$ cat src/rtl/array_column_packer.sv
// ============================================================================
// Module   : array_column_packer
// Brief    : Gathers BIT_WIDTH-bit elements one per handshake into a flat
//            COLS*BIT_WIDTH word (column 0 at LSBs), valid/ready both sides.
//            Optional partial-word flush: define ARRAY_COLUMN_PACKER_FLUSH_EN.
// Revision : 1.0 - initial release
// ============================================================================
`default_nettype none

module array_column_packer #(
    parameter int BIT_WIDTH = 4,
    parameter int COLS      = 8
) (
    input  logic                          clk,
    input  logic                          rst_n,
`ifdef ARRAY_COLUMN_PACKER_FLUSH_EN
    input  logic                          flush,
    output logic [$clog2(COLS+1)-1:0]     out_cols,
`endif
    input  logic                          in_valid,
    output logic                          in_ready,
    input  logic [BIT_WIDTH-1:0]          in_data,
    output logic                          out_valid,
    input  logic                          out_ready,
    output logic [COLS*BIT_WIDTH-1:0]     out_data,
    output logic [$clog2(COLS+1)-1:0]     fill_count
);

    localparam int CW = $clog2(COLS + 1);
    localparam int DW = COLS * BIT_WIDTH;

    typedef enum logic [0:0] {
        S_FILL = 1'b0,
        S_FULL = 1'b1
    } state_t;

    state_t          r_state;
    state_t          w_state_nxt;
    logic [CW-1:0]   r_count;
    logic [CW-1:0]   w_count_nxt;
    logic [DW-1:0]   r_data;
    logic [DW-1:0]   w_data_nxt;
    logic            w_accept;
    logic            w_emit;

    // in_ready only follows out_ready while a finished word is waiting
    assign in_ready   = (r_state == S_FILL) || out_ready;
    assign out_valid  = (r_state == S_FULL);
    assign out_data   = r_data;
    assign fill_count = r_count;
    assign w_accept   = in_valid && in_ready;
    assign w_emit     = out_valid && out_ready;

`ifdef ARRAY_COLUMN_PACKER_FLUSH_EN
    assign out_cols = out_valid ? r_count : '0;
`endif

    always_comb begin
        w_state_nxt = r_state;
        w_count_nxt = r_count;
        w_data_nxt  = r_data;
        case (r_state)
            S_FILL: begin
                if (w_accept) begin
                    for (int i = 0; i < COLS; i++) begin
                        if (r_count == CW'(i)) begin
                            w_data_nxt[i*BIT_WIDTH +: BIT_WIDTH] = in_data;
                        end
                    end
                    w_count_nxt = r_count + 1'b1;
                    if (r_count == CW'(COLS - 1)) begin
                        w_state_nxt = S_FULL;
                    end
                end
`ifdef ARRAY_COLUMN_PACKER_FLUSH_EN
                else if (flush && (r_count != '0)) begin
                    // Unwritten columns are already zero; count keeps the partial size
                    w_state_nxt = S_FULL;
                end
`endif
            end
            S_FULL: begin
                if (w_emit) begin
                    w_data_nxt  = '0;
                    w_count_nxt = '0;
                    w_state_nxt = S_FILL;
                    if (w_accept) begin
                        // New element starts the next word in column 0
                        w_data_nxt[BIT_WIDTH-1:0] = in_data;
                        w_count_nxt               = CW'(1);
                        if (COLS == 1) begin
                            w_state_nxt = S_FULL;
                        end
                    end
                end
            end
            default: begin
                w_state_nxt = S_FILL;
            end
        endcase
    end

    always_ff @(posedge clk or negedge rst_n) begin
        if (!rst_n) begin
            r_state <= S_FILL;
            r_count <= '0;
            r_data  <= '0;
        end else begin
            r_state <= w_state_nxt;
            r_count <= w_count_nxt;
            r_data  <= w_data_nxt;
        end
    end

endmodule

`default_nettype wire

$ cat config.mk
export PLATFORM = sky130hd
export DESIGN_NAME = array_column_packer
export DESIGN_NICKNAME = d
export VERILOG_FILES = /design/src/rtl/array_column_packer.sv
export SDC_FILE = /design/constraint.sdc
export NUM_CORES = 1
export LEC_CHECK = 0
export ABC_CLOCK_PERIOD_IN_PS = 1800
export CORE_MARGIN = 4
export CORE_UTILIZATION = 46
export CTS_BUF_LIST = sky130_fd_sc_hd__clkbuf_4 sky130_fd_sc_hd__clkbuf_8
export CTS_CLUSTER_DIAMETER = 120
export CTS_CLUSTER_SIZE = 28
export DETAILED_ROUTE_END_ITERATION = 7
export GPL_TIMING_DRIVEN = 0
export HOLD_SLACK_MARGIN = 0.05
export PLACE_DENSITY = 0.85
export SYNTH_ARGS = -nofsm -noshare
export SYNTH_HDL_FRONTEND = slang
export SYNTH_SLANG_ARGS = --single-unit
$ cat constraint.sdc
create_clock -name clk -period 1.8 [get_ports clk]
set_clock_uncertainty 0.15 [all_clocks]
set_input_delay 0.54 -clock clk [delete_from_list [all_inputs] [get_ports clk]]
set_output_delay 0.54 -clock clk [all_outputs]
set_load 0.02 [all_outputs]
**Yosys cells after proc, flatten, opt, wreduce, memory -nomap -nowiden**

Cells that the tools add are included.

- $add $sub $neg: 1
- Eq/ne operators: 17
- Muxes and demuxes: 20
- Bitwise operators: 1
- Reduce and logical (&&, ||, !) cells: 13

Operator list:

| kind | count |
|---|---|
| $mux 32 | 2 |
| $pmux 32 s2 | 1 |
| $mux 4 | 11 |
| $reduce_and 3->1 | 8 |
| $ne 2x1->1 const B | 9 |
| $eq 4x3->1 const B | 4 |
| $eq 4x2->1 const B | 2 |
| $pmux 4 s2 | 1 |
| $add 4x1->4 const B | 1 |
| $eq 4x1->1 const B | 1 |
| $logic_not 4->1 | 1 |
| $mux 1 | 4 |
| $logic_and 1x1->1 | 2 |
| $ne 2x2->1 const B | 1 |
| $pmux 1 s2 | 1 |
| $reduce_and 2->1 | 1 |
| $logic_or 1x1->1 | 1 |
| $not 1->1 | 1 |

- Flip-flop bits (word level): 37
- Input port bits: 8
- Output and inout bits: 38
- Logic and storage cells: 62

**Depth between registers and ports, before layout**

Gate-level depths: netlist (run 1).

- Depth after elaboration: 6
- Gate-level depth with buffers: 5
- Depth with buffers taken out: 4

**Worst setup path after synthesis (run 1)**

No wires, ideal clock.

- Path type: register to register
- Start point: register r_count[0] (netlist: fill_count[0])
- End point: register r_state (netlist: out_valid)
- Library setup time: 0.124 ns
- Arrival time: 1.489 ns
- Data required time: 1.526 ns
- Path slack: 0.037 ns
- Cell stages (with the launch flop): 6
- Path buffers: 1
- Period minus slack after synthesis: 1.763 ns
- Path through: dfrtp_1 ha_1 and4bb_2 buf_2 and2_1 or2_1

- Word-level cells in the longest chain between the ends: 4

RTL lines:

| element | RTL line | source |
|---|---|---|
| start, declared | 39 | `logic [CW-1:0] r_count;` |
| start signal, assigned | 110 | `r_count <= w_count_nxt;` |
| $eq 4x3->1 | 71 | `if (r_count == CW'(COLS - 1)) begin` |
| $mux 1 | 71 |  |
| $mux 1 | 64 | `if (w_accept) begin` |
| $pmux 1 s2 | 62 | `case (r_state)` |
| net w_state_nxt | 38 | `state_t w_state_nxt;` |
| end signal, assigned | 109 | `r_state <= w_state_nxt;` |
| end, declared | 37 | `state_t r_state;` |

The timed path passes the listed nets, and every way through them passes these cells.
A chain may end at the register's enable or synchronous reset.

**Worst setup path in the final report (run 1)**

- Start point: input port out_ready
- End point: output port in_ready

- Word-level cells in the longest chain between the ends: 1

RTL lines:

| element | RTL line | source |
|---|---|---|
| start, declared | 24 | `input logic out_ready,` |
| $logic_or 1x1->1 | 47 | `assign in_ready = (r_state == S_FILL) \|\| out_ready;` |
| end, declared | 21 | `output logic in_ready,` |

No other way between the ends.

==> out/qor.csv, run 1 <==
metric,value,unit
crit path to,in_ready,
Hold Path Class,in2async,
CP Launch Point,out_ready,
worst reg-to-reg setup slack,30,ps
Root Buffer,clkbuf_8,
Area after DPL,0.002404,sq mm
Pwr per Cell Area,1790,mW/mm^2
synth warn,0,
crit share post-route,1.038,
cell count after synthesis,191,
Total Power,0.004577,W
final design instance area without fill,0.002556,sq mm
num rows,23,
Num CTS Buffers,5,
leak pwr,1.446,nW
Final Hold Viols,0,
Sw Share,0.4119,
NumNets Final,259,
Mean Syn Cell Area,10.19,sq um
Setup crit end kind,output pin,
antenna violations before repair,0,
Worst-Skew Late Latency,300,ps
Synth top area share,0.4759,
Crit Path Max Fanout,5,
Syn Std Cell Area,0.001946,sq mm
grt ovf,0,
most frequent cells in the layout,"dfrtp_1 (35), dlygate4sd2_1 (35), inv_1 (31), a221oi_1 (25), a21o_1 (24)",
DRC violations left,0,
via count,1637,
layout cell share with drive strength beyond 1,0.1452,
worst r2r src,fill_count[0],
Max Slew Vio Count,0,
R2R depth,5,
# port buffers,40,
CP arrival,1180,ps
Worst Tran Pin Value,821.3,ps
Fmax achieved,535.4,MHz
Yosys top cell by area,dfrtp_1,
TritonCTS clock tree,built,
I/O pin total,46,
post-route minimum period,1868,ps
Psw,0.001885,W
max_cap viols,0,
Layout area overhead,31.38,%
Slew HR,0.4524,
WS Path Type,in2out,
die area,0.005334,sq mm
"Setup violations, final",1,
violated checks,setup timing,
Tot GR Track Use,0.1922,
drt total wl,4864,um
Worst-path clk slew,70,ps
synth unique cells,28,
post-synthesis net count,203,
Placer Congestion,0.7941,
VDD IR-drop max,898.6,uV
antenna cells,0,
status,"complete, but fails checks",
placed insts,281,
die height,73.04,um
# H-tree levels,2,
Die Wd,73.04,um
worst path required time,1110,ps
Clock Power Share,0.167,
setup total negative slack,-67.88,ps
nature of the critical path startpoint,primary input,
Post-Layout Cell Count,298,
vias in the first global route,1576,
Gate power share,0.517,
DR WL/cell,16.32,um
largest net degree at the start of global routing,38,
register area share after synthesis,0.4759,
Detail Route Antenna Nets,0,
Vias/cell,5.493,
internal power,0.002691,W
RSZ-0062 raised after global routing,true,
first-pass detailed-route iteration total,4,
clk sink count,37,
RR Endpoint,out_data[16],
Seq cells post-synth,37,
first-pass GRT wire length,7817,um
Clock Tree Buf Depth,2,
# fillers,346,
Core Box Area,0.004058,sq mm
synth top area cells,"dfrtp_1 (48%), a221oi_1 (11%), a21o_1 (9.3%)",
HPWL after DPL,3270,um
Worst Slack Setup Final,-67.88,ps
Sequential Power Share,0.316,
initial core utilization,0.4795,
DRT iter0 DRCs,128,
==> cells by family after synthesis <==
kind of cell    count (synthesis)  share of synthesized area
simple gates                   35                     0.1151
compound gates                 61                     0.2566
xor+xnor                        2                   0.009005
buf+inv                        51                     0.1125
fa+ha+maj                       4                    0.02572
mux                             1                   0.005145
flops                          37                     0.4759
==> worst min-delay path by stage <==
stage / start / to / cells after the start
2_1_floorplan: rst_n / fill_count[0] / 0
3_3_place_gp: out_data[9] / out_data[9] / 1
3_5_place_dp: out_data[10] / out_data[10] / 1
4_1_cts: rst_n / out_data[9] / 1
5_1_grt: rst_n / fill_count[1] / 1
6_report: rst_n / out_data[9] / 1
==> per-stage QoR <==
| step | hold slack, ps | setup slack [ps] | util |
|---|---|---|---|
| 4_1_cts | 218.6 | -98.82 | 0.6192 |
| 5_1_grt | 252.3 | -118.6 | 0.6300 |
| 3_3_place_gp | 334.2 | -786.8 | 0.5936 |
| 6_report | 180.7 | -67.88 | 0.6300 |
| 3_5_place_dp | 344.7 | -802.1 | 0.5924 |
| 2_1_floorplan | 94.41 | 36.76 | - |
==> worst max-delay path, cell delays in order <==
cell and delay, ps:
dlygate4sd2_1 300, nor2b_4 150, inv_2 60, buf_6 120
==> power groups by stage <==
stage	clock network [W]	registers [W]	logic, W
finish	0.000766	0.00144	0.00237
global route	0.000812	0.00149	0.00259
CTS	0.000772	0.00145	0.00231
detailed placement	0	0.00147	0.00251
global placement	0	0.00146	0.00248
floorplan	0	0.00188	0.00107
==> cell type report <==
type	count	area, sq um	share of cell area
Tap cell	50	62.56	0.02447
Clock inverter	1	30.03	0.01175
Buffer	18	93.84	0.03671
Clock buffer	7	90.09	0.03524
Multi-Input combinational cell	103	809.5	0.3167
Inverter	32	120.1	0.04699
Timing Repair Buffer	50	421.7	0.1650
Sequential cell	37	928.4	0.3632
==> flip-flops by register name, summed over array words and instances (netlist names) <==
| signal | cells |
|---|---|
| fill_count | 4 |
| out_valid | 1 |
| out_data | 32 |
==> synthesized netlist by cell type (all sizes together) <==
cell and n:
a21o 24, a221o 4, a221oi 25, a22o 1
a31o 4, and2 6, and3 5, and4bb 2
buf 7, clkbuf 12, dfrtp 37, ha 4
inv 32, mux2i 1, nand2 8, nand3 8
nand4 1, nor2 1, nor2b 2, nor4b 1
o21ai 2, o22ai 1, or2 1, xnor2 1
xor2 1
==> layer usage <==
metal	GRT usage	share of wire	vias to the layer above
li1	-	-	793
met1	0.2535	0.44	779
met2	0.3039	0.48	57
met3	0.05372	0.069	8
met4	0.06352	0.014	0
met5	0	0	-
==> timing repair <==
action,4_1_cts,5_1_grt
cloned,0,1
buffers inserted,3,6
hold buffers,0,0
resized for setup,51,4
endpoints found under the setup margin,47,31
pin swaps,1,1
Power figures use the tool's default switching activity.
==> inputs of run 2 (changes only) <==
Settings changed: ABC_CLOCK_PERIOD_IN_PS 1800 to default.
==> results of run 2 <==
Same layout as run 1: the final DEF is identical, and so are final timing and power.
==> inputs of run 3 (changes only) <==
Settings changed: SLEW_MARGIN from default to 10.
==> results of run 3 <==
Same layout as run 1: the final DEF is identical, and so are final timing and power.
